--- config.mk ---
export PLATFORM = sky130hd
export DESIGN_NAME = muldiv_unit
export DESIGN_NICKNAME = d
export VERILOG_FILES = /design/src/rtl/muldiv_unit.sv
export SDC_FILE = /design/constraint.sdc
export NUM_CORES = 1
export LEC_CHECK = 0
export CAP_MARGIN = 20
export CORE_UTILIZATION = 61
export CTS_BUF_LIST = sky130_fd_sc_hd__clkbuf_4 sky130_fd_sc_hd__clkbuf_8
export DETAILED_ROUTE_END_ITERATION = 6
export PLACE_DENSITY_LB_ADDON = 0.05
export SLEW_MARGIN = 20
export SYNTH_ARGS = -nofsm -noshare
export SYNTH_HDL_FRONTEND = slang
export SYNTH_SLANG_ARGS = --single-unit
--- constraint.sdc ---
create_clock -name i_clk -period 6.8 [get_ports i_clk]
set_input_delay 1.02 -clock i_clk [delete_from_list [all_inputs] [get_ports i_clk]]
set_output_delay 1.02 -clock i_clk [all_outputs]
set_load 0.05 [all_outputs]
--- src/rtl/muldiv_unit.sv ---
// muldiv_unit: iterative multiply/divide unit with architectural Hi/Lo registers.
// Handles MULT, MULTU, DIV and DIVU one bit per clock. Results reach Hi/Lo only
// on the commit edge. MTHI and MTLO write Hi/Lo directly from IDLE.
//
// Ports:
//   i_clk     rising-edge clock
//   i_rst     asynchronous reset, active-high
//   i_start   issue request, sampled on the rising edge
//   i_op      0=MULT 1=MULTU 2=DIV 3=DIVU 4=MTHI 5=MTLO; 6 and 7 are no-ops
//   i_a       rs operand (multiplicand / dividend / MTHI-MTLO source)
//   i_b       rt operand (multiplier / divisor)
//   i_cancel  flush; aborts the operation in flight and drops a same-cycle start
//   i_rd_req  EX holds MFHI or MFLO this cycle
//   o_busy    an operation is in flight
//   o_done    one-cycle pulse after an arithmetic Hi/Lo commit
//   o_stall   to hazard unit; holds PC and IF/ID
//   o_hi      committed Hi register
//   o_lo      committed Lo register

module muldiv_unit #(
    parameter int unsigned WIDTH = 32,
    parameter int unsigned CNT_W = 6
) (
    input  logic             i_clk,
    input  logic             i_rst,
    input  logic             i_start,
    input  logic [2:0]       i_op,
    input  logic [WIDTH-1:0] i_a,
    input  logic [WIDTH-1:0] i_b,
    input  logic             i_cancel,
    input  logic             i_rd_req,
    output logic             o_busy,
    output logic             o_done,
    output logic             o_stall,
    output logic [WIDTH-1:0] o_hi,
    output logic [WIDTH-1:0] o_lo
);

    typedef enum logic [1:0] {StIdle, StRun, StFix} state_e;

    localparam logic [CNT_W-1:0] LAST_CNT = CNT_W'(WIDTH - 1);

    state_e             r_state;
    state_e             w_state_next;

    logic [WIDTH-1:0]   r_hi;
    logic [WIDTH-1:0]   r_lo;
    logic               r_done;
    logic               r_is_div;
    logic               r_neg_res;  // negate product / quotient at commit
    logic               r_neg_rem;  // negate remainder at commit (signed dividend < 0)
    logic [CNT_W-1:0]   r_cnt;
    logic [WIDTH-1:0]   r_opnd;     // multiplicand magnitude, or divisor magnitude
    // Multiply: {partial product, remaining multiplier bits}.
    // Divide:   {partial remainder, dividend bits shifting out / quotient shifting in}.
    logic [2*WIDTH-1:0] r_acc;

    logic               w_busy;
    logic               w_signed;
    logic               w_b_zero;
    logic               w_neg_res;
    logic [WIDTH-1:0]   w_abs_a;
    logic [WIDTH-1:0]   w_abs_b;
    logic [WIDTH:0]     w_mul_sum;
    logic [WIDTH:0]     w_div_shift;
    logic               w_div_ge;
    logic [WIDTH-1:0]   w_div_sub;
    logic [2*WIDTH-1:0] w_acc_step;
    logic [2*WIDTH-1:0] w_prod_fix;
    logic [WIDTH-1:0]   w_quo_fix;
    logic [WIDTH-1:0]   w_rem_fix;

    // Operand conditioning at issue
    assign w_signed  = ~i_op[0];
    assign w_b_zero  = (i_b == '0);
    assign w_abs_a   = (w_signed && i_a[WIDTH-1]) ? -i_a : i_a;
    assign w_abs_b   = (w_signed && i_b[WIDTH-1]) ? -i_b : i_b;
    // Divide by zero keeps the all-ones quotient un-negated; the remainder path
    // already reproduces the original dividend once its sign is restored.
    assign w_neg_res = w_signed & (i_a[WIDTH-1] ^ i_b[WIDTH-1]) & ~(i_op[1] & w_b_zero);

    // One iteration of shift-add multiply
    assign w_mul_sum = {1'b0, r_acc[2*WIDTH-1:WIDTH]}
                     + (r_acc[0] ? {1'b0, r_opnd} : {(WIDTH+1){1'b0}});

    // One iteration of restoring divide
    assign w_div_shift = {r_acc[2*WIDTH-1:WIDTH], r_acc[WIDTH-1]};
    assign w_div_ge    = (w_div_shift >= {1'b0, r_opnd});
    // When the subtraction is taken the result is below the divisor, so WIDTH bits suffice.
    assign w_div_sub   = w_div_shift[WIDTH-1:0] - r_opnd;

    assign w_acc_step = r_is_div
        ? {(w_div_ge ? w_div_sub : w_div_shift[WIDTH-1:0]), r_acc[WIDTH-2:0], w_div_ge}
        : {w_mul_sum, r_acc[WIDTH-1:1]};

    // Sign fix-up applied only at commit
    assign w_prod_fix = r_neg_res ? -r_acc : r_acc;
    assign w_quo_fix  = r_neg_res ? -r_acc[WIDTH-1:0] : r_acc[WIDTH-1:0];
    assign w_rem_fix  = r_neg_rem ? -r_acc[2*WIDTH-1:WIDTH] : r_acc[2*WIDTH-1:WIDTH];

    // State register
    always_ff @(posedge i_clk or posedge i_rst) begin
        if (i_rst) begin
            r_state <= StIdle;
        end else begin
            r_state <= w_state_next;
        end
    end

    // Next-state logic; cancel wins over every transition out of RUN/FIX
    always_comb begin
        w_state_next = r_state;
        unique case (r_state)
            StIdle: begin
                if (i_start && !i_cancel && !i_op[2]) begin
                    w_state_next = StRun;
                end
            end
            StRun: begin
                if (i_cancel) begin
                    w_state_next = StIdle;
                end else if (r_cnt == LAST_CNT) begin
                    w_state_next = StFix;
                end
            end
            StFix: begin
                w_state_next = StIdle;
            end
            default: begin
                w_state_next = StIdle;
            end
        endcase
    end

    // Outputs
    always_comb begin
        w_busy  = (r_state != StIdle);
        o_busy  = w_busy;
        o_stall = w_busy & (i_rd_req | i_start);
    end

    assign o_done = r_done;
    assign o_hi   = r_hi;
    assign o_lo   = r_lo;

    // Datapath and architectural registers
    always_ff @(posedge i_clk or posedge i_rst) begin
        if (i_rst) begin
            r_hi      <= '0;
            r_lo      <= '0;
            r_done    <= 1'b0;
            r_is_div  <= 1'b0;
            r_neg_res <= 1'b0;
            r_neg_rem <= 1'b0;
            r_cnt     <= '0;
            r_opnd    <= '0;
            r_acc     <= '0;
        end else begin
            r_done <= 1'b0;
            unique case (r_state)
                StIdle: begin
                    if (i_start && !i_cancel) begin
                        case (i_op)
                            3'd0, 3'd1, 3'd2, 3'd3: begin
                                r_is_div  <= i_op[1];
                                r_neg_res <= w_neg_res;
                                r_neg_rem <= w_signed & i_a[WIDTH-1];
                                r_cnt     <= '0;
                                if (i_op[1]) begin
                                    r_opnd <= w_abs_b;
                                    r_acc  <= {{WIDTH{1'b0}}, w_abs_a};
                                end else begin
                                    r_opnd <= w_abs_a;
                                    r_acc  <= {{WIDTH{1'b0}}, w_abs_b};
                                end
                            end
                            3'd4:    r_hi <= i_a;
                            3'd5:    r_lo <= i_a;
                            default: ;
                        endcase
                    end
                end
                StRun: begin
                    if (!i_cancel) begin
                        r_acc <= w_acc_step;
                        r_cnt <= r_cnt + CNT_W'(1);
                    end
                end
                StFix: begin
                    if (!i_cancel) begin
                        if (r_is_div) begin
                            r_hi <= w_rem_fix;
                            r_lo <= w_quo_fix;
                        end else begin
                            r_hi <= w_prod_fix[2*WIDTH-1:WIDTH];
                            r_lo <= w_prod_fix[WIDTH-1:0];
                        end
                        r_done <= 1'b1;
                    end
                end
                default: ;
            endcase
        end
    end

endmodule

==> results.cfg <==
[run_status]
outcome = complete, but fails checks
failed_checks = DRC

[worst_setup_path]
crit_start = r_acc[0]
cp_slowest_stage_delay_ns = 0.77
cp_top_family = compound AO/OA/AOI/OAI gates
r2r-start = r_acc[0]
critPathRequiredTime_ns = 7.20
startpoint_type = register
timing.rr.end = r_acc[62]
crit_path_cell_trace = inv_1, nor2_1, ha_1, and3_1, a22oi_1, a211oi_1, nor2_1, o31ai_1, a21oi_1, o2111ai_1, o211ai_1, nor3b_1, o41ai_2
end_kind = register
cp_max_fo = 32
cp_slowest_cell = inv_1
crit_buf_inv = 1
cp_common_cell = nor2_1
ff2ff_path_depth = 13
crit_arrival_ns = 4.83
cp-endpoint = r_acc[62]
path_class = reg -> reg
r2r_setup_slack_ns = 2.37
worst-path-stages = 13

[drt]
ant_nets = 0
routed_via_density = 6.66
firstDrtPassIters = 7
drt_iter0_drc = 2299
wl_um = 52400
vias = 15526
drc = 1
post_drt_wl_per_cell_um = 22.5

[clock_tree]
clock-sinks = 172
clockBufferDepth = 2
clock_latency_ns = 0.51
cts-resized-gates = 0
cts_setup_buffers = 0
cts_tree = yes
numCtsBuffers = 17
path_clk_slew_ns = 0.13
h-tree-depth = 4
ctsHoldBuffers = 0
root_buffer = clkbuf_8

[global_route]
antenna_found_initial = 1
grt_pass1_wl_um = 78900
grt_use_total_pct = 42.2
grt_max_degree = 102
first_global_vias = 13885
grt_overflow_total = 0

[synth]
netlist_area_um2 = 14900
synth.avg_cell_area_um2 = 7.63
synth_top_family_by_area = compound AO/OA/AOI/OAI gates
synth_flop_cell = dfrtp_1
synth_fp_nets = 2095
synthMuxAreaShare_pct = 4.35
synth_compound_area_share_pct = 25.5
synth_fa_ha_area_share_pct = 6.07
yosys_warnings = 0
synthCells = 1952
synth_edf_count = 0
ys_types = 78
synth-async-reset-ratio_pct = 100
synth_seq_cells = 172
synth_xor_xnor_area_share_pct = 10.2
synth_simple_gate_area_share_pct = 20.1
yosysSeqAreaShare_pct = 28.9

[timing]
finalSetupTns_ns = 0
max_freq_ghz = 0.226
worstMarginPinSlew_ns = 1.10
min_period_ns = 4.43
slew_viol_final = 0
finalCritPeriodShare_pct = 65.1
rsz0062_at_grt = no
finalSetupViolCount = 0
clock_skew_ns = 0.0266
hold_violations = 0
relSlewSlack_pct = 26.9

[cells_and_area]
syn2layout_area_growth_pct = 12.6
nNetsFinal = 2143
fin_util_pct = 70.8
drive_above_1_share_pct = 4.72
diodes = 0

[floorplan]
row_count = 56
dieHeight_um = 158
die_w_um = 158
fp.dieArea_um2 = 25000
initial_core_util_pct = 62.9
ios = 139
fp.coreArea_um2 = 23700

[placed_design]
routabilityCongestion = 1.03
io_buffers = 138
dp_hpwl_um = 39600

[power_and_ir_drop]
p_clk_share_pct = 11.7
ir_drop_uv = 256
p_leak_uw = 0.00726
pwr-share-seq_pct = 26.8
p_int_uw = 3180
power.switching_uw = 3520
powerDensity_nw_per_um2 = 400
comb_power_share_pct = 61.6
p_sw_share_pct = 52.6

[hold_path]
hold_class = reg -> reg
hold_path_depth = 2

[run]
max-cap-violations = 0
-- layout make-up --
| cell class | instances | area (µm²) |
|---|---|---|
| fillers | 1954 | 6920 |
| clock buffers | 17 | 234 |
| repair buffers | 153 | 1490 |
| multi-input cells | 1593 | 9900 |
| inverters | 63 | 241 |
| well taps | 319 | 399 |
| flip-flops and latches | 172 | 4310 |
| clock inverters | 15 | 190 |
-- registers in the layout (all words and copies together), names as in the netlist, 2 cells and up --
register	count
r_acc	64
r_state	2
r_cnt	6
o_lo	32
o_hi	32
r_opnd	32
-- power by group through the flow --
stage | clock (µW) | combinational (µW) | sequential (µW)
4_1_cts | 779 | 4010 | 1770
3_5_place_dp | 0 | 3990 | 1790
2_1_floorplan | 0 | 2780 | 1880
5_1_grt | 816 | 4450 | 1820
6_report | 782 | 4120 | 1790
3_3_place_gp | 0 | 3910 | 1770
-- stage by stage --
step           instance area [µm²]  total power (µW)  setup slack (ns)  hold WS (ns)  std cells
3_3_place_gp                 16300              5680              2.66         0.462       2300
3_5_place_dp                 16300              5770              2.51         0.465       2300
6_report                     16800              6700              2.37         0.489       2332
4_1_cts                      16800              6560              2.51         0.493       2332
2_1_floorplan                14900              4660              1.12         0.450       1952
5_1_grt                      16800              7080              2.16         0.500       2332
-- kinds of logic (layout without fill, tap and decap cells) --
logic type / after synthesis / in the layout
DFF: 172 / 172
adders and majority gates: 71 / 71
AOI/OAI and AO/OA: 633 / 633
and+or+nand+nor: 652 / 652
xor gates and xnor gates: 173 / 173
muxes: 64 / 64
buffers and inverters: 187 / 248
-- Yosys cell counts, types with 11 or more instances --
library cell / count / share of area, %
nand3_1: 27 / 0.91
a211oi_1: 18 / 0.91
xnor2_1: 102 / 6.0
ha_1: 69 / 5.8
nand2b_1: 22 / 0.92
o211ai_1: 20 / 1.0
a21oi_1: 231 / 7.8
inv_1: 62 / 1.6
a31oi_1: 12 / 0.50
a21o_1: 45 / 2.3
a22oi_1: 12 / 0.61
o21ai_1: 55 / 1.8
dfrtp_1: 172 / 29
nand2_1: 187 / 4.7
nor4_1: 11 / 0.46
o31ai_1: 37 / 1.9
nor2_1: 256 / 6.5
o21ai_0: 137 / 4.6
xor2_1: 71 / 4.2
nor2b_1: 11 / 0.46
mux2i_1: 58 / 3.9
nor3_1: 45 / 1.5
clkbuf_1: 101 / 2.5
nand4_1: 18 / 0.76
-- worst min path at each step --
stage	from	endpoint	slack (ns)
global placement	o_hi[7]	o_hi[7]	0.46
detailed placement	o_lo[10]	o_lo[10]	0.47
finish	o_lo[10]	o_lo[10]	0.49
CTS	o_lo[14]	o_lo[14]	0.49
global route	o_lo[10]	o_lo[10]	0.50
floorplan	r_opnd[27]	r_opnd[27]	0.45
-- cells in the final DEF, fill, tap and decap left out, drive strengths merged, types with 20 or more instances in the layout --
| cell | count |
|---|---|
| a21o | 45 |
| a21oi | 231 |
| clkdlybuf4s50 | 137 |
| dfrtp | 172 |
| ha | 69 |
| inv | 69 |
| mux2i | 58 |
| nand2 | 188 |
| nand2b | 22 |
| nand3 | 27 |
| nor2 | 258 |
| nor3 | 47 |
| o211ai | 20 |
| o21ai | 193 |
| o31ai | 39 |
| xnor2 | 102 |
| xor2 | 71 |
-- routing by layer --
metal  GRT usage [%]  wire length (µm)  share of wire (%)
met5               0                13              0.025
met4            19.4              2600                4.9
met3            7.64              6360                 12
met2            60.7             21600                 41
met1            60.8             21900                 42
-- worst min-delay path, stage by stage, from the launching register on --
cell and delay, ns:
dfrtp_1 0.36, nand2_1 0.05, o31ai_1 0.05
Power figures use the tool's default switching activity.
